## config.mk

```make
export PLATFORM = sky130hd
export DESIGN_NAME = apb_uart_master_flat
export DESIGN_NICKNAME = d
export VERILOG_FILES = /design/src/rtl/apb_uart_master_if.sv /design/src/rtl/apb_uart_master.sv /design/src/flat_wrapper.sv
export SDC_FILE = /design/constraint.sdc
export NUM_CORES = 1
export LEC_CHECK = 0
export ABC_CLOCK_PERIOD_IN_PS = 3500
export BUFFER_PORTS_ARGS = -buffer_cell sky130_fd_sc_hd__buf_2
export CAP_MARGIN = 20
export CORE_MARGIN = 2
export CORE_UTILIZATION = 52
export CTS_BUF_LIST = sky130_fd_sc_hd__clkbuf_4 sky130_fd_sc_hd__clkbuf_8
export CTS_CLUSTER_DIAMETER = 30
export DETAILED_ROUTE_END_ITERATION = 10
export GPL_ROUTABILITY_DRIVEN = 0
export PLACE_DENSITY = 0.86
export SLEW_MARGIN = 10
export SYNTH_ARGS = -nofsm -noshare
export SYNTH_HDL_FRONTEND = slang
export SYNTH_SLANG_ARGS = --single-unit
```

## constraint.sdc

```tcl
create_clock -name PCLK -period 3.5 [get_ports PCLK]
set_clock_uncertainty 0.05 [all_clocks]
set_input_delay 0.35 -clock PCLK [delete_from_list [all_inputs] [get_ports PCLK]]
set_output_delay 0.35 -clock PCLK [all_outputs]
set_load 0.02 [all_outputs]
```

## src/rtl/apb_uart_master_if.sv

```systemverilog
// APB bus between the UART master sequencer and the UART register slave.
interface apb_uart_master_if;
  logic       PSEL;
  logic       PENABLE;
  logic       PWRITE;
  logic [4:0] PADDR;
  logic [7:0] PWDATA;
  logic [7:0] PRDATA;
  logic       PREADY;
  logic       PSLVERR;

  modport master (
    output PSEL, PENABLE, PWRITE, PADDR, PWDATA,
    input  PRDATA, PREADY, PSLVERR
  );

  modport slave (
    input  PSEL, PENABLE, PWRITE, PADDR, PWDATA,
    output PRDATA, PREADY, PSLVERR
  );
endinterface

```

## src/rtl/apb_uart_master.sv

```systemverilog
// APB master that configures a UART slave at start-up, then polls its STATUS
// register and moves bytes between a TX stream, the UART and an RX holding
// register, collecting sticky error flags along the way.
module apb_uart_master #(
  parameter logic [12:0] BAUD_VALUE = 13'd1,
  parameter bit          PRG_BIT8   = 1'b1,
  parameter int          PRG_PARITY = 0
) (
  input  logic              PCLK,
  input  logic              PRESETN,
  apb_uart_master_if.master apb,
  input  logic [7:0]        TX_DATA,
  input  logic              TX_VALID,
  output logic              TX_READY,
  output logic [7:0]        RX_DATA,
  output logic              RX_VALID,
  input  logic              RX_READY,
  output logic [3:0]        ERR_FLAGS,
  input  logic              ERR_CLR,
  output logic              CFG_DONE
);

  localparam logic [4:0] ADDR_TXDATA = 5'h00;
  localparam logic [4:0] ADDR_RXDATA = 5'h04;
  localparam logic [4:0] ADDR_CTRL1  = 5'h08;
  localparam logic [4:0] ADDR_CTRL2  = 5'h0C;
  localparam logic [4:0] ADDR_STATUS = 5'h10;

  localparam logic [7:0] CTRL1_VAL = BAUD_VALUE[7:0];
  localparam logic [7:0] CTRL2_VAL = {BAUD_VALUE[12:8], (PRG_PARITY == 2),
                                      (PRG_PARITY != 0), PRG_BIT8};

  typedef enum logic [2:0] {
    S_CFG1,
    S_CFG2,
    S_POLL,
    S_TXWR,
    S_RXRD
  } state_t;

  state_t     r_state;
  state_t     w_state_nxt;
  logic       r_psel;
  logic       r_penable;
  logic       w_penable_nxt;
  logic       w_done;
  logic       w_start;
  logic [4:0] r_paddr;
  logic       r_pwrite;
  logic [7:0] r_pwdata;
  logic       r_tx_ready;
  logic [7:0] r_rx_data;
  logic       r_rx_valid;
  logic [3:0] r_err_flags;
  logic [3:0] w_err_cap;
  logic       r_cfg_done;

  function automatic logic [4:0] f_addr(input state_t s);
    case (s)
      S_CFG1:  f_addr = ADDR_CTRL1;
      S_CFG2:  f_addr = ADDR_CTRL2;
      S_POLL:  f_addr = ADDR_STATUS;
      S_TXWR:  f_addr = ADDR_TXDATA;
      default: f_addr = ADDR_RXDATA;
    endcase
  endfunction

  function automatic logic f_write(input state_t s);
    f_write = (s == S_CFG1) || (s == S_CFG2) || (s == S_TXWR);
  endfunction

  // Write data for the configuration writes; TXDATA is filled from TX_DATA
  // during its SETUP cycle, reads carry zero.
  function automatic logic [7:0] f_wdata(input state_t s);
    case (s)
      S_CFG1:  f_wdata = CTRL1_VAL;
      S_CFG2:  f_wdata = CTRL2_VAL;
      default: f_wdata = 8'h00;
    endcase
  endfunction

  // Sequencer state and APB phase registers.
  always_ff @(posedge PCLK) begin
    if (!PRESETN) begin
      r_state   <= S_CFG1;
      r_psel    <= 1'b0;
      r_penable <= 1'b0;
    end else begin
      r_state   <= w_state_nxt;
      r_psel    <= 1'b1;
      r_penable <= w_penable_nxt;
    end
  end

  // Next transfer selection: a transfer starts right after reset release and
  // immediately after the previous one completes; POLL favours RX over TX.
  always_comb begin
    w_state_nxt   = r_state;
    w_penable_nxt = r_penable;
    w_start       = 1'b0;
    w_done        = r_psel && r_penable && apb.PREADY;
    if (!r_psel) begin
      w_state_nxt   = S_CFG1;
      w_start       = 1'b1;
      w_penable_nxt = 1'b0;
    end else if (w_done) begin
      w_start       = 1'b1;
      w_penable_nxt = 1'b0;
      unique case (r_state)
        S_CFG1: w_state_nxt = S_CFG2;
        S_CFG2: w_state_nxt = S_POLL;
        S_POLL: begin
          if (apb.PRDATA[1] && !r_rx_valid)
            w_state_nxt = S_RXRD;
          else if (apb.PRDATA[0] && TX_VALID)
            w_state_nxt = S_TXWR;
          else
            w_state_nxt = S_POLL;
        end
        default: w_state_nxt = S_POLL;
      endcase
    end else begin
      w_penable_nxt = 1'b1;
    end
  end

  // Error bits captured at transfer completion: STATUS error bits on a poll,
  // slave error on any transfer.
  always_comb begin
    w_err_cap = 4'h0;
    if (w_done && (r_state == S_POLL))
      w_err_cap[2:0] = apb.PRDATA[4:2];
    if (w_done && apb.PSLVERR)
      w_err_cap[3] = 1'b1;
  end

  // Address/control/data held for each transfer; TX byte latched at the end
  // of the TXWR SETUP cycle, which is when TX_READY is high.
  always_ff @(posedge PCLK) begin
    if (!PRESETN) begin
      r_paddr    <= 5'h00;
      r_pwrite   <= 1'b0;
      r_pwdata   <= 8'h00;
      r_tx_ready <= 1'b0;
    end else begin
      r_tx_ready <= w_start && (w_state_nxt == S_TXWR);
      if (w_start) begin
        r_paddr  <= f_addr(w_state_nxt);
        r_pwrite <= f_write(w_state_nxt);
        r_pwdata <= f_wdata(w_state_nxt);
      end else if (r_tx_ready) begin
        r_pwdata <= TX_DATA;
      end
    end
  end

  // RX holding register, sticky error flags and configuration-done flag.
  always_ff @(posedge PCLK) begin
    if (!PRESETN) begin
      r_rx_data   <= 8'h00;
      r_rx_valid  <= 1'b0;
      r_err_flags <= 4'h0;
      r_cfg_done  <= 1'b0;
    end else begin
      if (w_done && (r_state == S_RXRD)) begin
        r_rx_data  <= apb.PRDATA;
        r_rx_valid <= 1'b1;
      end else if (RX_READY) begin
        r_rx_valid <= 1'b0;
      end
      if (w_done && (r_state == S_CFG2))
        r_cfg_done <= 1'b1;
      r_err_flags <= (ERR_CLR ? 4'h0 : r_err_flags) | w_err_cap;
    end
  end

  assign apb.PSEL    = r_psel;
  assign apb.PENABLE = r_penable;
  assign apb.PWRITE  = r_pwrite;
  assign apb.PADDR   = r_paddr;
  assign apb.PWDATA  = r_tx_ready ? TX_DATA : r_pwdata;
  assign TX_READY    = r_tx_ready;
  assign RX_DATA     = r_rx_data;
  assign RX_VALID    = r_rx_valid;
  assign ERR_FLAGS   = r_err_flags;
  assign CFG_DONE    = r_cfg_done;

endmodule

```

## src/flat_wrapper.sv

```systemverilog
// flat-port wrapper written by rule: the top's interface ports become plain ports
module apb_uart_master_flat 
#(
  parameter logic [12:0] BAUD_VALUE = 13'd1,
  parameter bit          PRG_BIT8   = 1'b1,
  parameter int          PRG_PARITY = 0
)
  (PCLK, PRESETN, TX_DATA, TX_VALID, TX_READY, RX_DATA, RX_VALID, RX_READY, ERR_FLAGS, ERR_CLR, CFG_DONE, apb_PSEL, apb_PENABLE, apb_PWRITE, apb_PADDR, apb_PWDATA, apb_PRDATA, apb_PREADY, apb_PSLVERR);
  apb_uart_master_if apb_i ();
  input  logic PCLK;
  input  logic PRESETN;
  input  logic [7:0] TX_DATA;
  input  logic TX_VALID;
  output logic TX_READY;
  output logic [7:0] RX_DATA;
  output logic RX_VALID;
  input  logic RX_READY;
  output logic [3:0] ERR_FLAGS;
  input  logic ERR_CLR;
  output logic CFG_DONE;
  output wire logic [$bits(apb_i.PSEL)-1:0] apb_PSEL;
  output wire logic [$bits(apb_i.PENABLE)-1:0] apb_PENABLE;
  output wire logic [$bits(apb_i.PWRITE)-1:0] apb_PWRITE;
  output wire logic [$bits(apb_i.PADDR)-1:0] apb_PADDR;
  output wire logic [$bits(apb_i.PWDATA)-1:0] apb_PWDATA;
  input wire logic [$bits(apb_i.PRDATA)-1:0] apb_PRDATA;
  input wire logic [$bits(apb_i.PREADY)-1:0] apb_PREADY;
  input wire logic [$bits(apb_i.PSLVERR)-1:0] apb_PSLVERR;
  assign apb_PSEL = apb_i.PSEL;
  assign apb_PENABLE = apb_i.PENABLE;
  assign apb_PWRITE = apb_i.PWRITE;
  assign apb_PADDR = apb_i.PADDR;
  assign apb_PWDATA = apb_i.PWDATA;
  assign apb_i.PRDATA = apb_PRDATA;
  assign apb_i.PREADY = apb_PREADY;
  assign apb_i.PSLVERR = apb_PSLVERR;
  apb_uart_master #(.BAUD_VALUE(BAUD_VALUE), .PRG_BIT8(PRG_BIT8), .PRG_PARITY(PRG_PARITY)) u_core (.PCLK(PCLK), .PRESETN(PRESETN), .apb(apb_i), .TX_DATA(TX_DATA), .TX_VALID(TX_VALID), .TX_READY(TX_READY), .RX_DATA(RX_DATA), .RX_VALID(RX_VALID), .RX_READY(RX_READY), .ERR_FLAGS(ERR_FLAGS), .ERR_CLR(ERR_CLR), .CFG_DONE(CFG_DONE));
endmodule
```

# After elaboration in Yosys (flattened, before gate mapping)
# Cells that the tools add are included.
# totals
register_bits	34
# op_classes
eq_ne	6
muxes	18
bitwise_logic	1
reduce_logical	17
# op_table
op	count
$pmux W5 S4	1
$mux W8	2
$mux W3	4
$eq A3 B2 Y1 const B	3
$logic_and A1 B1 Y1	9
$mux W1	9
$eq A3 B1 Y1 const B	2
$logic_not A3 Y1	2
$pmux W3 S2	1
$mux W4	1
$or A4 B4 Y4	1
$eq A3 B3 Y1 const B	1
$logic_or A1 B1 Y1	2
$reduce_and A2 Y1	1
$reduce_bool A2 Y1	1
$reduce_or A2 Y1	1
$logic_not A1 Y1	1

# Depth between registers and ports, before layout
# Gate-level depths: netlist (run 1).
# depth
ltp_word	10
ltp_mapped	4

# Worst setup path before layout (run 1)
# No wires, ideal clock.
# synth_path
path_type	flip-flop to flip-flop
start	register u_core.r_tx_ready (netlist: u_core.TX_READY)
end	register u_core.r_pwdata[0]
setup_ns	0.115
arrival_ns	1.347
setup_slack_ns	1.988
stages_incl_launch_ff	5
n_path_buf	1
cell_sequence	dfxtp_1 > buf_2 > mux2_2 > and2_1 > o21a_1
# synth_via
elab_chain_len	2
# synth_rtl
element	line	text
from (decl)	apb_uart_master.sv:51	logic r_tx_ready;
from (signal assigned)	apb_uart_master.sv:146	r_tx_ready <= w_start && (w_state_nxt == S_TXWR);
$mux W8	-	
named net apb_PWDATA[0]	flat_wrapper.sv:25	output wire logic [$bits(apb_i.PWDATA)-1:0] apb_PWDATA;
$mux W8	-	
to (signal assigned)	apb_uart_master.sv:150	r_pwdata <= f_wdata(w_state_nxt);
to (decl)	apb_uart_master.sv:50	logic [7:0] r_pwdata;
# The timed path passes the listed nets, and every way through them passes these cells.
# A chain may end at the register's enable or synchronous reset.

# Final worst setup path (run 1)
# layout_path
start	register u_core.r_tx_ready (netlist: u_core.TX_READY)
end	output apb_PWDATA[4]
# layout_via
elab_chain_len	1
# layout_rtl
element	line
$mux W8	-
to (decl)	flat_wrapper.sv:25
# No other way between the ends.

==> results of run 1 <==
worst max-delay path: stages (launching register included):
cell and delay (ns):
dfxtp_1 0.55, mux2_2 0.40, buf_2 0.16
per-layer routing:
metal / GRT usage / wire length (um) / up-vias
met3: 0.0667 / 186 / 2
met4: 0.103 / 14 / 0
met1: 0.221 / 1140 / 507
met2: 0.323 / 1270 / 37
met5: 0 / 0 / -
li1: - / - / 569
placed cells by master (no fill, tap or decap):
cell type,n
conb_1,2
buf_2,51
nor4_1,2
nand3_2,1
nand4bb_1,1
clkbuf_4,7
a21o_1,1
o21a_1,5
a21boi_0,2
a21oi_1,5
nand2b_1,4
nor2_1,2
nand2_1,21
nor2b_1,11
nand3_1,4
nor4b_2,1
dfxtp_1,32
and3_1,1
inv_1,3
buf_4,1
o221ai_1,1
mux2_2,8
o21ai_0,3
nand4_1,4
mux2i_1,8
and2_1,3
a31oi_1,1
o32ai_1,1
nor3_1,1
clkbuf_8,1
synth_stat cells (all sizes together), types with 2 or more instances:
master	number
dfxtp	32
nand2	21
nor2b	11
mux2	8
mux2i	8
a21oi	5
buf	5
nand3	5
o21a	5
nand2b	4
nand4	4
and2	3
clkbuf	3
inv	3
o21ai	3
a21boi	2
nor2	2
nor4	2
state kept, by name (all words and copies together) (netlist names):
name / cells
u_core.r_pwdata: 8
u_core.RX_VALID: 1
u_core.apb.PSEL: 1
u_core.apb.PADDR: 3
u_core.apb.PENABLE: 1
u_core.apb.PWRITE: 1
u_core.CFG_DONE: 1
u_core.r_state: 3
u_core.RX_DATA: 8
u_core.TX_READY: 1
u_core.ERR_FLAGS: 4
stage by stage:
stage | setup slack (ns) | hold slack [ns] | power (mW) | area, sq um
after CTS | 1.48 | 0.216 | 0.657 | 1620
after global placement | 1.59 | 0.390 | 0.431 | 1550
after global routing | 1.60 | 0.215 | 0.680 | 1620
after detailed placement | 1.47 | 0.397 | 0.433 | 1550
final | 1.68 | 0.231 | 0.649 | 1620
after floorplan | 1.99 | 0.328 | 0.412 | 1300
power by group:
| part | internal [mW] | switching (mW) | total [mW] |
|---|---|---|---|
| sequential | 0.369 | 0.00407 | 0.373 |
| clock | 0.115 | 0.109 | 0.224 |
| combinational | 0.0209 | 0.0308 | 0.0516 |
| total | 0.505 | 0.144 | 0.649 |
kinds of logic after synthesis:
kind of cell / share of synthesized area
buf+inv: 0.0424
other cells: 0.00289
mux: 0.131
flops: 0.494
simple gates: 0.234
compound gates: 0.0955
final cells by class:
type,count,area (sq um)
Fill cell,200,786
Sequential cell,32,641
Multi-Input combinational cell,93,606
Timing Repair Buffer,52,263
Clock buffer,8,66.3
Tap cell,30,37.5
Inverter,3,11.3
worst min path at each step:
| stage | endpoint | slack [ns] | cells past startpoint |
|---|---|---|---|
| finish | u_core.RX_DATA[5] | 0.23 | 3 |
| global route | u_core.RX_DATA[5] | 0.22 | 3 |
| CTS | u_core.RX_DATA[5] | 0.22 | 3 |
| detailed placement | u_core.RX_DATA[0] | 0.40 | 2 |
| global placement | u_core.RX_DATA[6] | 0.39 | 2 |
| floorplan | u_core.apb.PSEL | 0.33 | 0 |
==> flow_metrics.py, run 1 <==
metrics = {
    "run_status": {
        "outcome": "finished, final reports clean",
    },
    "final_layout": {
        "syn2layout_area_growth_pct": 25.2,
        "final_nets": 210,
        "instances_no_fill": 218,
        "final_util": 0.674,
        "drive_gt1_frac": 0.372,
        "antenna_cells": 0,
    },
    "critical_path": {
        "startpoint": "u_core.TX_READY",
        "critPathLaunchType": "register",
        "crit_path_max_fanout": 9,
        "critPathKind": "register to output port",
        "crit_arrival_ns": 1.42,
        "end_kind": "output port",
        "worstReg2RegEnd": "u_core.RX_DATA[2]",
        "endpoint": "apb_PWDATA[4]",
        "rr_startpoint": "u_core.apb.PSEL",
        "reg2reg_depth": 4,
        "crit_required_ns": 3.10,
        "rrSetupSlack_ns": 1.86,
    },
    "synth": {
        "netlist_area_sq_mm": 0.00130,
        "synth_ff_type": "dfxtp_1",
        "syn-instance-count": 135,
        "synth-warning-count": 0,
        "avgSynthCellArea_sq_um": 9.61,
        "synth-edff-count": 0,
        "synth_cell_types": 29,
        "yosys-top-cells-area": "dfxtp_1 (49%), mux2_2 (6.9%), mux2i_1 (6.2%), nand2_1 (6.1%), nor2b_1 (5.3%)",
        "ys_async_sr_fraction": 0,
        "yosys.area.top_type": "dfxtp_1",
        "ys_ff_latch": 32,
        "seq_area_frac_synth": 0.494,
        "netlist.area_leader.share": 0.494,
    },
    "cts": {
        "postCtsSetupBuffers": 0,
        "clkSinkCount": 32,
        "clk_latency_ns": 0.31,
        "clk_path_buf_depth": 2,
        "cts_buffers": 5,
        "ctsHoldBuffers": 0,
        "post_cts_resized": 0,
        "root_buffer": "clkbuf_4",
        "htree_levels": 2,
        "clkSlewWorstSetupHoldPaths_ns": 0.09,
        "cts_tree": "built",
    },
    "worst_hold_path": {
        "hold_path_class": "input port to register",
        "hold_start": "apb_PRDATA[5]",
    },
    "detailed_routing": {
        "first_pass_iters": 4,
        "postRouteAntennaNets": 0,
        "post_drt_wl_per_cell_um": 12.0,
        "vias": 1115,
        "drc": 0,
        "drt-total-wl_um": 2610,
        "dr.first_iter.drc_count": 22,
        "viasPerCell": 5.11,
    },
    "global_route": {
        "antenna_found_initial": 0,
        "grt_use_total": 0.195,
        "grt_max_degree": 30,
        "grt_pass1_vias": 928,
        "grt_pass1_wl_um": 3950,
        "overflow": 0,
    },
    "timing": {
        "rsz0062_at_grt": "no",
        "setup_viol": 0,
        "tns_ns": 0,
        "min_period_ns": 1.82,
        "min_period_over_period": 0.519,
        "clock.fmax_mhz": 550,
        "drv_slew": 0,
        "finalHoldViolCount": 0,
    },
    "die": {
        "design.core.area_sq_mm": 0.00241,
        "fp-row-count": 18,
        "fp.dieH_um": 54.0,
        "pin_count": 54,
        "dieArea_sq_mm": 0.00291,
        "initial_utilization": 0.538,
        "die_w_um": 54.0,
    },
    "power_and_ir_drop": {
        "ir_drop_uv": 303,
        "power.density_mw_per_mm2": 400,
        "leakagePower_nw": 0.735,
    },
    "placed_design": {
        "dp_cells": 209,
        "portBuffers": 51,
        "dp_hpwl_um": 1960,
    },
    "run": {
        "max_cap_viol_count": 0,
    },
}
Note: power is estimated with default switching activity, not from simulation.
==> inputs of run 2 (changes only) <==
--- a/config.mk
+++ b/config.mk
@@ -5,16 +5,17 @@
 export SDC_FILE = /design/constraint.sdc
 export NUM_CORES = 1
 export LEC_CHECK = 0
-export ABC_CLOCK_PERIOD_IN_PS = 3500
+export ABC_AREA = 1
+export ABC_CLOCK_PERIOD_IN_PS = 1500
 export BUFFER_PORTS_ARGS = -buffer_cell sky130_fd_sc_hd__buf_2
 export CAP_MARGIN = 20
 export CORE_MARGIN = 2
-export CORE_UTILIZATION = 52
+export CORE_UTILIZATION = 44
 export CTS_BUF_LIST = sky130_fd_sc_hd__clkbuf_4 sky130_fd_sc_hd__clkbuf_8
 export CTS_CLUSTER_DIAMETER = 30
 export DETAILED_ROUTE_END_ITERATION = 10
 export GPL_ROUTABILITY_DRIVEN = 0
-export PLACE_DENSITY = 0.86
+export PLACE_DENSITY = 0.77
 export SLEW_MARGIN = 10
 export SYNTH_ARGS = -nofsm -noshare
 export SYNTH_HDL_FRONTEND = slang
==> constraint.sdc (replaced) <==
create_clock -name PCLK -period 1.5 [get_ports PCLK]
set_clock_uncertainty 0.05 [all_clocks]
set_input_delay 0.15 -clock PCLK [delete_from_list [all_inputs] [get_ports PCLK]]
set_output_delay 0.15 -clock PCLK [all_outputs]
set_load 0.02 [all_outputs]
==> run 2 against run 1 <==
  * Final cell count increased by 20%
  * Sequential power increased by 130%
  * Flip-flop and latch count unchanged
  * Critical path depth increased by 2
  * Combinational power increased by 130%
  * Highest routed layer unchanged
  * Synthesized cell count increased by 29%
  * Cell area increased by 1.8%
  * Worst setup slack got worse by 1.6 ns
==> flow_metrics.py, run 2 <==
metrics = {
    "final_layout": {
        "syn2layout_area_growth_pct": 28.0,
        "seq_area_sq_um": 643,
        "instances_no_fill": 262,
        "final_nets": 254,
        "layout_common_cells": "buf_2 (52), nand2_1 (39), inv_1 (35), dfxtp_1 (30)",
        "fillCellCount": 273,
        "drive_gt1_frac": 0.325,
        "final_common_cell": "buf_2",
        "final_util": 0.594,
        "multi_input_comb_area_sq_um": 492,
        "antenna_cells": 0,
    },
    "power_and_ir_drop": {
        "clkPwrFrac": 0.349,
        "power.density_mw_per_mm2": 920,
        "leakagePower_nw": 0.896,
        "power_frac_seq": 0.572,
        "p_sw_mw": 0.349,
        "p_sw_frac": 0.229,
        "ir_drop_uv": 770,
        "p_comb_frac": 0.080,
        "internal_power_mw": 1.17,
    },
    "synth": {
        "syn-instance-count": 174,
        "synth-warning-count": 0,
        "synthXorXnorAreaFrac": 0,
        "netlist.area_leader.share": 0.496,
        "seq_area_frac_synth": 0.496,
        "ys_ff_latch": 32,
        "synthMuxAreaShare": 0.00775,
        "synthAdderAreaFrac": 0,
        "yosys.area_share.simple": 0.217,
        "synth_ff_type": "dfxtp_1",
        "netlist_area_sq_mm": 0.00129,
        "yosys-top-cells-area": "dfxtp_1 (50%), nand2_1 (11%), inv_1 (10%), o21ai_0 (7.0%), a21oi_1 (5.0%)",
        "ys_async_sr_fraction": 0,
        "avgSynthCellArea_sq_um": 7.42,
        "synth_compound_area_frac": 0.144,
        "synth_top_family_by_area": "simple AND/OR/NAND/NOR gates",
        "synth-edff-count": 0,
        "yosysMostFrequentCell": "nand2_1",
        "synth_top_cells_by_count": "nand2_1 (39), inv_1 (35), dfxtp_1 (32)",
        "yosys.area.top_type": "dfxtp_1",
        "synth_cell_types": 25,
    },
    "die": {
        "pin_count": 54,
        "fp-row-count": 19,
        "fp.dieH_um": 58.2,
        "die_w_um": 58.2,
        "design.core.area_sq_mm": 0.00278,
        "dieArea_sq_mm": 0.00338,
        "initial_utilization": 0.464,
    },
    "cts": {
        "postCtsSetupBuffers": 0,
        "clk_latency_ns": 0.32,
        "clkSinkCount": 32,
        "cts_buffers": 5,
        "root_buffer": "clkbuf_4",
        "cts_tree": "built",
        "clk_path_buf_depth": 2,
        "clkSlewWorstSetupHoldPaths_ns": 0.09,
        "htree_levels": 2,
    },
    "timing": {
        "min_period_over_period": 0.958,
        "setup_viol": 0,
        "min_period_ns": 1.44,
        "holdWs_ns": 0.0213,
        "tns_ns": 0,
        "clock.fmax_mhz": 696,
        "rsz0062_at_grt": "yes",
        "drv_slew": 0,
        "finalHoldViolCount": 0,
        "layout_setup_ws_ns": 0.0635,
    },
    "placed_design": {
        "portBuffers": 51,
        "dp_cells": 254,
        "dp_hpwl_um": 1950,
        "pre_cts_ws_ns": 0.0723,
    },
    "critical_path": {
        "crit_required_ns": 1.30,
        "end_kind": "output port",
        "critPathKind": "register to output port",
        "critPathLaunchType": "register",
        "crit_path_max_fanout": 8,
        "crit_arrival_ns": 1.24,
    },
    "detailed_routing": {
        "post_drt_wl_per_cell_um": 9.88,
        "viasPerCell": 4.56,
        "vias": 1194,
        "dr.first_iter.drc_count": 37,
        "postRouteAntennaNets": 0,
        "drt-total-wl_um": 2590,
        "drc": 0,
        "first_pass_iters": 4,
    },
    "global_route": {
        "overflow": 0,
        "grt_pass1_vias": 1021,
        "antenna_found_initial": 0,
        "grt_pass1_wl_um": 4090,
        "grt_use_total": 0.162,
        "grt_max_degree": 18,
    },
    "run": {
        "max_cap_viol_count": 0,
    },
    "run_status": {
        "outcome": "finished, final reports clean",
    },
    "worst_hold_path": {
        "hold_path_class": "input port to register",
    },
}
[run 2: cell types whose count changed after synthesis, sizes merged, moves of 8 or more]
cell   change
mux2       -8
nor2      +14
nor2b     -11
inv       +33
a21oi      +9
nand2     +21
o21ai     +16
[run 2: cells by family after synthesis]
logic type | after synthesis
muxes | 1
buffers and inverters | 41
and+or+nand+nor | 64
AOI/OAI and AO/OA | 35
DFF | 32
other | 1
[run 2: path summary, 6_finish.rpt]
path / startpoint / endpoint / slack, ns / depth (start not counted)
worst max register to register: u_core.apb.PENABLE / u_core.RX_DATA[1] / 0.17 / 5
worst max-delay path: u_core.TX_READY / apb_PWDATA[4] / 0.06 / 4
worst min-delay path: apb_PSLVERR / u_core.ERR_FLAGS[3] / 0.02 / 3
worst min register to register: u_core.RX_DATA[5] / u_core.RX_DATA[5] / 0.40 / 2
[run 2: power by group through the flow]
stage / Sequential (mW) / Clock (mW) / Combinational (mW)
global route: 0.871 / 0.591 / 0.134
CTS: 0.869 / 0.547 / 0.121
global placement: 0.888 / 0 / 0.119
floorplan: 0.900 / 0 / 0.0590
detailed placement: 0.889 / 0 / 0.120
finish: 0.869 / 0.531 / 0.121
[run 2: metal layers]
layer  global-route usage  wire (um)
met1                0.186       1200
met4               0.0864         37
met3               0.0759        184
met5                    0          0
met2                0.250       1170
[run 2: repair_timing]
action	in CTS	in global routing
hold buffers	0	0
gates resized for setup	0	10
setup endpoints to repair	0	15
[run 2: area by class of cell]
class                           instances  area share
Inverter                               36      0.0818
Timing Repair Buffer                   54       0.169
Sequential cell                        32       0.389
Clock buffer                            7      0.0394
Tap cell                               31      0.0235
Multi-Input combinational cell        102       0.298
[run 2: worst max-delay path, cell delays in order (launching register included)]
cell     delay, ns
dfxtp_2       0.33
buf_2         0.16
o21ai_0       0.22
inv_1         0.06
buf_2         0.15
[run 2: through the flow]
stage | total power [mW] | area [sq um]
2_1_floorplan | 0.959 | 1290
3_3_place_gp | 1.01 | 1570
3_5_place_dp | 1.01 | 1570
4_1_cts | 1.54 | 1630
5_1_grt | 1.60 | 1650
6_report | 1.52 | 1650
==> inputs of run 3 (changes only) <==
--- a/config.mk
+++ b/config.mk
@@ -9,7 +9,7 @@
 export ABC_CLOCK_PERIOD_IN_PS = 1500
 export BUFFER_PORTS_ARGS = -buffer_cell sky130_fd_sc_hd__buf_2
 export CAP_MARGIN = 20
-export CORE_MARGIN = 2
+export CORE_MARGIN = 3
 export CORE_UTILIZATION = 44
 export CTS_BUF_LIST = sky130_fd_sc_hd__clkbuf_4 sky130_fd_sc_hd__clkbuf_8
 export CTS_CLUSTER_DIAMETER = 30
==> run 3 against run 2 <==
  * Global-route usage down 0.54 points
  * Hold slack worse by 0.0011 ns
  * Core utilization down 0.58 points
  * Largest power group unchanged
  * Power down 0.44%
  * Maximum frequency up 3.9%
  * First-iteration DRC count down 57%
  * Worst setup slack better by 0.054 ns
  * Flip-flop and latch count unchanged
  * Critical path type unchanged
  * Clock power down 0.8%
  * Critical path depth down 1
  * Via count down 2.4%
==> flow_metrics.py, run 3 (synthesis gave the netlist of run 2 again) <==
metrics = {
    "detailed_routing": {
        "drt-total-wl_um": 2570,
        "drc": 0,
        "dr.first_iter.drc_count": 16,
        "vias": 1165,
        "viasPerCell": 4.48,
        "postRouteAntennaNets": 0,
        "post_drt_wl_per_cell_um": 9.87,
        "first_pass_iters": 4,
    },
    "cts": {
        "clk_latency_ns": 0.32,
        "clk_path_buf_depth": 2,
        "clkSinkCount": 32,
        "htree_levels": 2,
        "post_cts_resized": 1,
        "root_buffer": "clkbuf_4",
        "cts_tree": "built",
        "ctsHoldBuffers": 0,
        "cts_buffers": 5,
        "clkSlewWorstSetupHoldPaths_ns": 0.09,
        "postCtsSetupBuffers": 0,
    },
    "global_route": {
        "antenna_found_initial": 0,
        "grt_pass1_wl_um": 4020,
        "grt_use_total": 0.156,
        "overflow": 0,
        "grt_pass1_vias": 980,
        "grt_max_degree": 18,
    },
    "timing": {
        "drv_slew": 0,
        "setup_viol": 0,
        "min_period_over_period": 0.921,
        "tns_ns": 0,
        "finalHoldViolCount": 0,
        "rsz0062_at_grt": "no",
        "layout_setup_ws_ns": 0.118,
        "clock.fmax_mhz": 724,
        "min_period_ns": 1.38,
    },
    "die": {
        "die_w_um": 60.2,
        "fp-row-count": 19,
        "design.core.area_sq_mm": 0.00278,
        "initial_utilization": 0.464,
        "fp.dieH_um": 60.2,
        "pin_count": 54,
        "dieArea_sq_mm": 0.00362,
    },
    "worst_hold_path": {
        "hold_path_class": "input port to register",
    },
    "placed_design": {
        "portBuffers": 51,
        "dp_hpwl_um": 1900,
        "dpl-instance-area_sq_mm": 0.00155,
        "dp_cells": 252,
        "pre_cts_ws_ns": 0.111,
    },
    "final_layout": {
        "antenna_cells": 0,
        "drive_gt1_frac": 0.314,
        "layout_common_cells": "buf_2 (51), nand2_1 (39), inv_1 (35), dfxtp_1 (31), o21ai_0 (15)",
        "final_nets": 251,
        "fillCellCount": 272,
        "seq_area_sq_um": 644,
        "multi_input_comb_area_sq_um": 497,
        "syn2layout_area_growth_pct": 26.7,
        "final_common_cell": "buf_2",
        "instances_no_fill": 260,
        "stdcell_area_sq_mm": 0.00164,
    },
    "critical_path": {
        "rr_startpoint": "u_core.apb.PSEL",
        "reg2reg_depth": 7,
        "critPathLaunchType": "register",
        "slowest_delay_ns": 0.40,
        "rrSetupSlack_ns": 0.15,
        "critPathKind": "register to output port",
        "startpoint": "u_core.TX_READY",
        "cp.depth": 3,
        "crit_path_max_fanout": 16,
        "cpLargestDelayFamily": "flip-flops",
        "critPathSlowestCell": "dfxtp_4",
        "crit_required_ns": 1.30,
        "cp_cell_sequence": "o21ai_0, inv_1, buf_2",
        "endpoint": "apb_PWDATA[4]",
        "worstReg2RegEnd": "u_core.r_state[2]",
        "worst-path-buf-inv": 2,
        "end_kind": "output port",
        "crit_arrival_ns": 1.18,
    },
    "power_and_ir_drop": {
        "leakagePower_nw": 0.881,
        "power.density_mw_per_mm2": 925,
        "finalPower_mw": 1.51,
        "ir_drop_uv": 706,
    },
    "run": {
        "max_cap_viol_count": 0,
    },
    "run_status": {
        "outcome": "finished, final reports clean",
    },
}
[run 3: changes by cell type in the layout (fill, tap and decap cells not counted), moves of 2 or more]
| cell | before | now |
|---|---|---|
| dfxtp_2 | 2 | 0 |
| o21ai_0 | 12 | 15 |
| o21ai_1 | 6 | 3 |
| clkbuf_4 | 5 | 7 |
[run 3: worst min path at each step]
stage                      from                   to  cells after the start
finish              apb_PSLVERR  u_core.ERR_FLAGS[3]                      3
floorplan               PRESETN      u_core.apb.PSEL                      0
global placement       RX_READY      u_core.RX_VALID                      3
detailed placement  apb_PSLVERR  u_core.ERR_FLAGS[3]                      3
global route           RX_READY      u_core.RX_VALID                      3
CTS                 apb_PSLVERR  u_core.ERR_FLAGS[3]                      3
[run 3: routing by layer]
layer	wire length [um]	global-route usage
met5	0	0
met4	55	0.0854
met3	217	0.0734
met2	1180	0.252
met1	1110	0.168
[run 3: power by group]
part	switching, mW	internal, mW
clock	0.260	0.267
combinational	0.0744	0.0450
sequential	0.00819	0.859
total	0.343	1.17
[run 3: cell type report]
class | instances | share of cell area
multi-input cells | 102 | 0.304
repair buffers | 51 | 0.156
inverters | 36 | 0.0826
flip-flops and latches | 32 | 0.394
clock buffers | 8 | 0.0405
well taps | 31 | 0.0237
[run 3: stage by stage]
step	hold WS (ns)	util
floorplan	0.128	-
global placement	0.372	0.559
detailed placement	0.367	0.559
CTS	0.00933	0.583
global route	0.0158	0.588
finish	0.0202	0.588
[run 3: tightest hold or removal path, delay by kind of cell]
family	cells	cell delay, ns
buffers and inverters	1	0.10
and+or+nand+nor	1	0.05
AOI/OAI and AO/OA	1	0.05
